--- src/rtl/cpc_ram_pkg.sv ---
// Shared types and constants for the CPC expansion RAM banking controller.
// The block map turns a Gate Array RAM config and a Z80 16K block into an SRAM block select.
package cpc_ram_pkg;

    typedef logic [2:0] cfg_t;

    typedef enum logic [1:0] {
        IDLE = 2'd0,
        CAPT = 2'd1,
        HOLD = 2'd2
    } state_t;

    // D[7:6] value that selects the Gate Array RAM-config function
    localparam logic [1:0] GA_PORT_SEL = 2'b11;

    typedef struct packed {
        logic       hit;
        logic [1:0] blk;
    } map_t;

    localparam map_t M_I  = '{hit: 1'b0, blk: 2'd0};
    localparam map_t M_X0 = '{hit: 1'b1, blk: 2'd0};
    localparam map_t M_X1 = '{hit: 1'b1, blk: 2'd1};
    localparam map_t M_X2 = '{hit: 1'b1, blk: 2'd2};
    localparam map_t M_X3 = '{hit: 1'b1, blk: 2'd3};

    // cfg3 maps Z80 block 3 to expansion block 3; its block 1 would be internal block 3,
    // which cannot be remapped from outside, so block 1 is left on internal RAM.
    localparam map_t BANK_MAP [8][4] = '{
        '{M_I,  M_I,  M_I,  M_I },
        '{M_I,  M_I,  M_I,  M_X3},
        '{M_X0, M_X1, M_X2, M_X3},
        '{M_I,  M_I,  M_I,  M_X3},
        '{M_I,  M_X0, M_I,  M_I },
        '{M_I,  M_X1, M_I,  M_I },
        '{M_I,  M_X2, M_I,  M_I },
        '{M_I,  M_X3, M_I,  M_I }
    };

endpackage

--- src/rtl/cpc_ram_ctrl_if.sv ---
// CPC expansion bus and SRAM control signals seen by the banking controller.
// Bus signals come in on the slave side; the bench or the CPC bus acts as master.
interface cpc_ram_ctrl_if #(
    parameter int BANK_BITS = 3
);
    logic                 MREQ_B;
    logic                 IOREQ_B;
    logic                 RD_B;
    logic                 WR_B;
    logic                 RAMRD_B;
    logic                 A15;
    logic                 A14;
    logic [7:0]           D;
    logic                 RAMCS_B;
    logic                 RAMOE_B;
    logic                 RAMWE_B;
    logic [BANK_BITS+1:0] HIADR;
    logic                 RAMDIS;

    modport master (
        output MREQ_B, IOREQ_B, RD_B, WR_B, RAMRD_B, A15, A14, D,
        input  RAMCS_B, RAMOE_B, RAMWE_B, HIADR, RAMDIS
    );

    modport slave (
        input  MREQ_B, IOREQ_B, RD_B, WR_B, RAMRD_B, A15, A14, D,
        output RAMCS_B, RAMOE_B, RAMWE_B, HIADR, RAMDIS
    );
endinterface

--- src/rtl/cpc_bank_map.sv ---
// Combinational lookup: RAM config plus Z80 block (A15:A14) -> expansion hit and SRAM block.
module cpc_bank_map
    import cpc_ram_pkg::*;
(
    input  cfg_t       cfg_i,
    input  logic [1:0] blk_i,
    output logic       hit_o,
    output logic [1:0] blk_o
);
    map_t entry;

    always_comb begin
        entry = BANK_MAP[cfg_i][blk_i];
        hit_o = entry.hit;
        blk_o = entry.blk;
    end
endmodule

--- src/rtl/cpc_ram_ctrl.sv ---
// Snoops Gate Array RAM-config writes and drives the 512K SRAM strobes, HIADR and RAMDIS.
// The capture FSM latches D once per IO write; memory outputs are combinational.
module cpc_ram_ctrl
    import cpc_ram_pkg::*;
#(
    parameter int BANK_BITS  = 3,
    parameter int DECODE_A14 = 1
) (
    input  logic           CLK,
    input  logic           RESET,
    cpc_ram_ctrl_if.slave  bus,
    output state_t         dbg_state_o
);
    state_t                state_q, state_d;
    cfg_t                  cfg_q, cfg_d;
    logic [BANK_BITS-1:0]  bank_q, bank_d;
    logic                  iowr;
    logic                  map_hit;
    logic [1:0]            map_blk;
    logic                  act;
    logic                  rd_en;

    assign iowr = !bus.IOREQ_B && !bus.WR_B && !bus.A15 && (bus.A14 || (DECODE_A14 == 0));

    always_ff @(posedge CLK or posedge RESET) begin
        if (RESET) begin
            state_q <= HOLD;
            cfg_q   <= '0;
            bank_q  <= '0;
        end else begin
            state_q <= state_d;
            cfg_q   <= cfg_d;
            bank_q  <= bank_d;
        end
    end

    always_comb begin
        state_d = state_q;
        cfg_d   = cfg_q;
        bank_d  = bank_q;
        case (state_q)
            IDLE: begin
                if (iowr) begin
                    state_d = CAPT;
                    if (bus.D[7:6] == GA_PORT_SEL) begin
                        cfg_d  = bus.D[2:0];
                        bank_d = bus.D[3 +: BANK_BITS];
                    end
                end
            end
            CAPT:    state_d = HOLD;
            HOLD:    if (!iowr) state_d = IDLE;
            default: state_d = HOLD;
        endcase
    end

    assign dbg_state_o = state_q;

    cpc_bank_map u_map (
        .cfg_i (cfg_q),
        .blk_i ({bus.A15, bus.A14}),
        .hit_o (map_hit),
        .blk_o (map_blk)
    );

    // RESET gating keeps the SRAM quiet even while the bus is mid-cycle.
    assign act   = map_hit && !bus.MREQ_B && !RESET;
    assign rd_en = !bus.RD_B && !bus.RAMRD_B;

    assign bus.RAMCS_B = !act;
    assign bus.RAMOE_B = !(act && rd_en && bus.WR_B);
    assign bus.RAMWE_B = !(act && !bus.WR_B && bus.RD_B);
    assign bus.RAMDIS  = act && (!bus.WR_B || rd_en);
    assign bus.HIADR   = (map_hit && !RESET) ? {bank_q, map_blk} : '0;
endmodule

--- src/flat_wrapper.sv ---
// flat-port wrapper written by rule: the top's interface ports become plain ports
module cpc_ram_ctrl_flat import cpc_ram_pkg::*;
#(
    parameter int BANK_BITS  = 3,
    parameter int DECODE_A14 = 1
)
  (CLK, RESET, dbg_state_o, bus_MREQ_B, bus_IOREQ_B, bus_RD_B, bus_WR_B, bus_RAMRD_B, bus_A15, bus_A14, bus_D, bus_RAMCS_B, bus_RAMOE_B, bus_RAMWE_B, bus_HIADR, bus_RAMDIS);
  cpc_ram_ctrl_if #(.BANK_BITS(BANK_BITS)) bus_i ();
  input  logic CLK;
  input  logic RESET;
  output state_t dbg_state_o;
  input wire logic [$bits(bus_i.MREQ_B)-1:0] bus_MREQ_B;
  input wire logic [$bits(bus_i.IOREQ_B)-1:0] bus_IOREQ_B;
  input wire logic [$bits(bus_i.RD_B)-1:0] bus_RD_B;
  input wire logic [$bits(bus_i.WR_B)-1:0] bus_WR_B;
  input wire logic [$bits(bus_i.RAMRD_B)-1:0] bus_RAMRD_B;
  input wire logic [$bits(bus_i.A15)-1:0] bus_A15;
  input wire logic [$bits(bus_i.A14)-1:0] bus_A14;
  input wire logic [$bits(bus_i.D)-1:0] bus_D;
  output wire logic [$bits(bus_i.RAMCS_B)-1:0] bus_RAMCS_B;
  output wire logic [$bits(bus_i.RAMOE_B)-1:0] bus_RAMOE_B;
  output wire logic [$bits(bus_i.RAMWE_B)-1:0] bus_RAMWE_B;
  output wire logic [$bits(bus_i.HIADR)-1:0] bus_HIADR;
  output wire logic [$bits(bus_i.RAMDIS)-1:0] bus_RAMDIS;
  assign bus_i.MREQ_B = bus_MREQ_B;
  assign bus_i.IOREQ_B = bus_IOREQ_B;
  assign bus_i.RD_B = bus_RD_B;
  assign bus_i.WR_B = bus_WR_B;
  assign bus_i.RAMRD_B = bus_RAMRD_B;
  assign bus_i.A15 = bus_A15;
  assign bus_i.A14 = bus_A14;
  assign bus_i.D = bus_D;
  assign bus_RAMCS_B = bus_i.RAMCS_B;
  assign bus_RAMOE_B = bus_i.RAMOE_B;
  assign bus_RAMWE_B = bus_i.RAMWE_B;
  assign bus_HIADR = bus_i.HIADR;
  assign bus_RAMDIS = bus_i.RAMDIS;
  cpc_ram_ctrl #(.BANK_BITS(BANK_BITS), .DECODE_A14(DECODE_A14)) u_core (.CLK(CLK), .RESET(RESET), .bus(bus_i), .dbg_state_o(dbg_state_o));
endmodule
--- config.mk ---
export PLATFORM = sky130hd
export DESIGN_NAME = cpc_ram_ctrl_flat
export DESIGN_NICKNAME = d
export VERILOG_FILES = /design/src/rtl/cpc_ram_pkg.sv /design/src/rtl/cpc_ram_ctrl_if.sv /design/src/rtl/cpc_bank_map.sv /design/src/rtl/cpc_ram_ctrl.sv /design/src/flat_wrapper.sv
export SDC_FILE = /design/constraint.sdc
export NUM_CORES = 1
export LEC_CHECK = 0
export BUFFER_PORTS_ARGS = -buffer_cell sky130_fd_sc_hd__buf_2
export CAP_MARGIN = 30
export CORE_AREA = 5 5 42 44
export CTS_CLUSTER_DIAMETER = 30
export DETAILED_ROUTE_END_ITERATION = 6
export DIE_AREA = 0 0 47 49
export PLACE_DENSITY = 0.7
export SLEW_MARGIN = 15
export SYNTH_ARGS = -nofsm -noshare
export SYNTH_HDL_FRONTEND = slang
export SYNTH_SLANG_ARGS = --single-unit
--- constraint.sdc ---
create_clock -name CLK -period 1.5 [get_ports CLK]
set_clock_uncertainty 0.1 [all_clocks]
set_input_delay 0.075 -clock CLK [delete_from_list [all_inputs] [get_ports CLK]]
set_output_delay 0.075 -clock CLK [all_outputs]
set_load 0.03 [all_outputs]
# Word-level counts from Yosys, hierarchy flattened
# Memory sizes are Yosys's and may differ from the RTL's.
# Cells that the tools add are included.
# Widths: inputs -> output; s select.
# op_classes
mux	9
order_cmp	2
eq_ne	4
bitwise_logic	2
n_reduce_logical	26
# op_table
cell	count
$mux 12	2
$logic_and 1x1->1	12
$logic_not 1->1	10
$bmux 3 s2	1
$mux 3	2
$mux 5	1
$eq 2x2->1 const B	2
$ge 4x4->1 const B	1
$mux 2	2
$not 3->4	1
$pmux 2 s2	1
$ge 3x3->1 const B	1
$not 2->3	1
$reduce_and 3->1	1
$logic_not 2->1	1
$ne 2x1->1 const B	1
$ne 2x2->1 const B	1
$reduce_and 2->1	1
$logic_or 1x1->1	1
# totals
wordCells	47
register_bits	8
mem_bits_ro	96
memories	1
# mem_list
name	words	word_bits	read_ports	rd_ports_with_merged_regs	write_ports	line_no	rtl
(no name shown)	8	12	1	0	0	cpc_bank_map.sv:13	entry = BANK_MAP[cfg_i][blk_i];

# Depth between registers and ports, before layout
# logic_depth
depth_word	12
ltp_mapped	3

# Cells and area by module
# Synthesis repeated with hierarchy kept, for this count alone.
# hier_totals
cells_unflattened	45
area_unflattened_um2	496.7
# modules_own_cells
module	seq_area_each_um2	n_inst	cells_each	area_each_um2
cpc_ram_ctrl	201.4	1	33	420.4
cpc_bank_map	0.0	1	12	76.3

# Worst setup path after synthesis
# No wires, ideal clock.
# synth_timing
kind	reg-to-output
from	reg u_core.cfg_q[0]
to	out bus_RAMDIS
stages_incl_launch_ff	4
path_slack_ns	-0.437
t_arrival_ns	1.762
required_time_ns	1.325
n_path_buf	0
cell_sequence	dfrtp_1 -> nor2b_1 -> a311oi_2 -> nor4b_1
# synth_between
elab_chain_len	10
# synth_rtl
element	line_no	rtl
from (decl)	cpc_ram_ctrl.sv:15	cfg_t cfg_q, cfg_d;
from (signal assigned)	cpc_ram_ctrl.sv:32	cfg_q <= cfg_d;
$not 3->4 (implied by the code)	cpc_bank_map.sv:13	
$mem_v2 8x12	-	
$mux 12 (implied by the code) (2 in a row)	cpc_bank_map.sv:13	
$bmux 3 s2	cpc_bank_map.sv:13	
$mux 3 (implied by the code) (2 in a row)	cpc_bank_map.sv:13	
$logic_and 1x1->1 (2 in a row)	cpc_ram_ctrl.sv:67	assign act = map_hit && !bus.MREQ_B && !RESET;
$logic_and 1x1->1	cpc_ram_ctrl.sv:73	assign bus.RAMDIS = act && (!bus.WR_B || rd_en);
to (decl)	flat_wrapper.sv:24	output wire logic [$bits(bus_i.RAMDIS)-1:0] bus_RAMDIS;
# No other way between the ends. The select of a mux whose other input is x is not followed.

# Final worst setup path
# layout_timing
from	reg u_core.cfg_q[0]
to	out bus_RAMWE_B
# layout_between
elab_chain_len	12
# layout_rtl
element	line_no	rtl
$not 3->4 (implied by the code)	cpc_bank_map.sv:13	
$mem_v2 8x12	-	
$mux 12 (implied by the code) (2 in a row)	cpc_bank_map.sv:13	
$bmux 3 s2	cpc_bank_map.sv:13	
$mux 3 (implied by the code) (2 in a row)	cpc_bank_map.sv:13	
$logic_and 1x1->1 (2 in a row)	cpc_ram_ctrl.sv:67	
$logic_and 1x1->1 (2 in a row)	cpc_ram_ctrl.sv:72	assign bus.RAMWE_B = !(act && !bus.WR_B && bus.RD_B);
$logic_not 1->1	cpc_ram_ctrl.sv:72	
to (decl)	flat_wrapper.sv:22	output wire logic [$bits(bus_i.RAMWE_B)-1:0] bus_RAMWE_B;
# No other way between the ends. The select of a mux whose other input is x is not followed.

==> out/qor.csv <==
stage,metric,value,unit
pwr,seq_power_share,34.9,%
clock_network,h-tree-depth,1,
pwr,peakVddDrop,0.547,mV
critical_path,cp-start-kind,register,
grt,grt_pass1_vias,506,
grt,antenna_found_initial,0,
pwr,clkPwrFrac,20.7,%
die,initial_utilization,36.3,%
critical_path,timing.rr.end,u_core.cfg_q[0],
timing,setup_viol,9,
detailed_routing,drc,0,
clock_network,cts.path.max_buffers,2,
pwr,internal-power,0.564,mW
place,port_buffers,27,
critical_path,crit_fanout,8,
detailed_routing,post_drt_wl_per_cell,11.8,um
worst_hold_path,min-delay-start,bus_IOREQ_B,
detailed_routing,first_pass_iters,3,
worst_hold_path,min_to,u_core.dbg_state_o[0],
detailed_routing,via_count,491,
clock_network,clkLatencyLatePin,240,ps
clock_network,cts-root-buf,clkbuf_4,
finish,final_net_count,109,
finish,synthToLayoutAreaGrowth,81.8,%
finish,final_core_util,66.1,%
detailed_routing,ant_nets,0,
grt,grt_util_all_layers,13.1,%
synth,syn_nets,58,
critical_path,worstPathArrival,1500,ps
pwr,power_density,876,nW/um^2
run_status,status,"complete, but fails checks",
detailed_routing,drt_iter0_drc,5,
pwr,total_power,0.811,mW
finish,n_antenna_cell,0,
pwr,p_sw_share,30.5,%
synth,yosysUniqueCellTypes,24,
die,fp.dieH,49,um
clock_network,numCtsBuffers,3,
flow_run,drv_cap,0,
synth,ys_ff_latch,8,
place,dp_hpwl,919,um
critical_path,r2r_slack,110,ps
grt,overflow,0,
critical_path,cp-startpoint,u_core.cfg_q[0],
die,core,1400,sq um
timing,fin_ws,-178,ps
synth,avgSynthCellArea,12.4,sq um
timing,slew_viol_final,0,
die,die_area,2300,sq um
timing,hold_viol_final,0,
timing,finalCritPeriodShare,112,%
clock_network,cts.sinks,8,
die,rows,14,
critical_path,worstSetupPathType,reg2out,
worst_hold_path,hold-path-cell-count,3,
critical_path,endpoint_kind,primary output,
critical_path,worst_ep_required_time,1320,ps
die,io_pins,28,
critical_path,reg2reg_depth,5,
critical_path,reg2reg_from,u_core.cfg_q[0],
pwr,p_switching,0.247,mW
clock_network,cts.clk_slew.worst_paths,50,ps
synth,ys_warn_count,0,
timing,rsz0062_at_grt,yes,
finish,drive_gt1_share,69.2,%
detailed_routing,vias_per_cell,4.59,
detailed_routing,postRouteWirelength,1260,um
pwr,pwr-share-comb,44.4,%
run_status,violations,setup timing,
pwr,leakage,0.463,nW
synth,seq_area_frac_synth,39.6,%
synth,syn_area,509,sq um
die,die_w,47,um
place,gp_congestion,0.666,
grt,grt_max_degree,9,
timing,finalCriticalPeriod,1680,ps
timing,fmax,596,MHz
synth,netlist_instances,41,
timing,relSlewSlack,72.2,%
worst_hold_path,hp-class,in2reg,
place,place_worst_setup_slack,-81.3,ps
grt,grt_pass1_wl,2170,um
clock_network,cts_tree,built,
timing,worst_pin_slew,416,ps
-- cell usage after synthesis --
library cell	number	area, sq um
and2_2	1	7.51
nor3_1	1	5.00
nor2_1	2	7.51
a311oi_2	1	15.0
nand2b_1	1	6.26
nor4b_1	1	8.76
o21ai_0	1	5.00
and2b_2	1	8.76
o21ai_2	1	8.76
or4_1	2	15.0
nand2_1	1	3.75
dfrtp_1	7	175
or3_1	1	6.26
mux2_4	6	90.1
inv_1	2	7.51
a22oi_1	1	7.51
a21o_2	1	8.76
nor2b_1	1	6.26
nor3b_1	4	30.0
xor2_1	1	8.76
nor4b_4	1	23.8
nand4_4	1	21.3
dfstp_2	1	26.3
a31oi_1	1	6.26
-- critical path, stage by stage, from the launching register on --
cell and delay [ps]:
dfrtp_2 430, nor2b_4 150, a311oi_4 70, or4_1 440
buf_6 160
-- metal layers --
| metal | GRT usage, % | vias up | share of wire, % |
|---|---|---|---|
| met3 | 2.58 | 2 | 8.1 |
| met1 | 14.9 | 219 | 39 |
| met5 | 0 | - | 0 |
| met4 | 6.91 | 0 | 0.79 |
| li1 | - | 256 | - |
| met2 | 21.9 | 14 | 52 |
-- cells in the final DEF, fill, tap and decap left out, drive strengths merged --
master / instances
a21o: 1
a22oi: 1
a311oi: 1
a31oi: 1
and2: 1
and2b: 1
buf: 39
clkbuf: 4
dfrtp: 7
dfstp: 1
dlygate4sd3: 7
inv: 2
mux2: 6
nand2: 1
nand2b: 1
nand4: 1
nor2: 2
nor2b: 1
nor3: 1
nor3b: 4
nor4b: 2
o21ai: 2
or3: 1
or4: 2
xor2: 1
-- flip-flops by register name (all words and copies together), names as in the netlist --
signal	count
u_core.bank_q	3
u_core.cfg_q	3
u_core.dbg_state_o	2
-- power groups by stage --
stage                     combinational [mW]  sequential, mW  clock, mW
after floorplan                        0.161           0.276          0
after global placement                 0.258           0.277          0
after detailed placement               0.263           0.278          0
after CTS                              0.336           0.281      0.178
after global routing                   0.389           0.288      0.194
final                                  0.360           0.283      0.168
-- through the flow --
stage               hold WS, ps  cell area, sq um  setup TNS [ps]  std cells
floorplan                  -195               520            -581         41
global placement           12.2               721            -109         90
detailed placement         13.5               721            -238         90
CTS                        76.3               900           -1400        104
global route               77.2               926           -2110        107
finish                     84.1               926           -1280        107
-- worst max-delay path by stage --
stage | to | slack [ps] | cells after the start
5_1_grt | bus_HIADR[3] | -250 | 4
3_5_place_dp | bus_RAMWE_B | -80 | 4
2_1_floorplan | bus_HIADR[2] | -130 | 3
3_3_place_gp | bus_RAMWE_B | -50 | 4
6_report | bus_RAMWE_B | -180 | 4
4_1_cts | bus_RAMWE_B | -200 | 4
-- what timing repair did --
action	in CTS	in global routing
endpoints found under the hold margin	14	0
resized for setup	18	3
setup endpoints to repair	9	9
pin swaps	4	1
hold buffers	7	0
setup buffers	3	3
-- cell families (layout without fill, tap and decap cells) --
logic type	count (synthesis)	count (layout)	synth area share, %
compound gates	6	6	10.1
xor+xnor	1	1	1.72
buf+inv	2	52	1.47
flops	8	8	39.6
mux	6	6	17.7
simple gates	18	18	29.5
-- final cells by class --
type                    count  area (sq um)
flip-flops and latches      8           204
well taps                  16          20.0
inverters                   2          7.51
multi-input cells          31           335
clock buffers               4          26.3
repair buffers             46           333
fillers                   120           475
(Power assumes the default switching activity.)
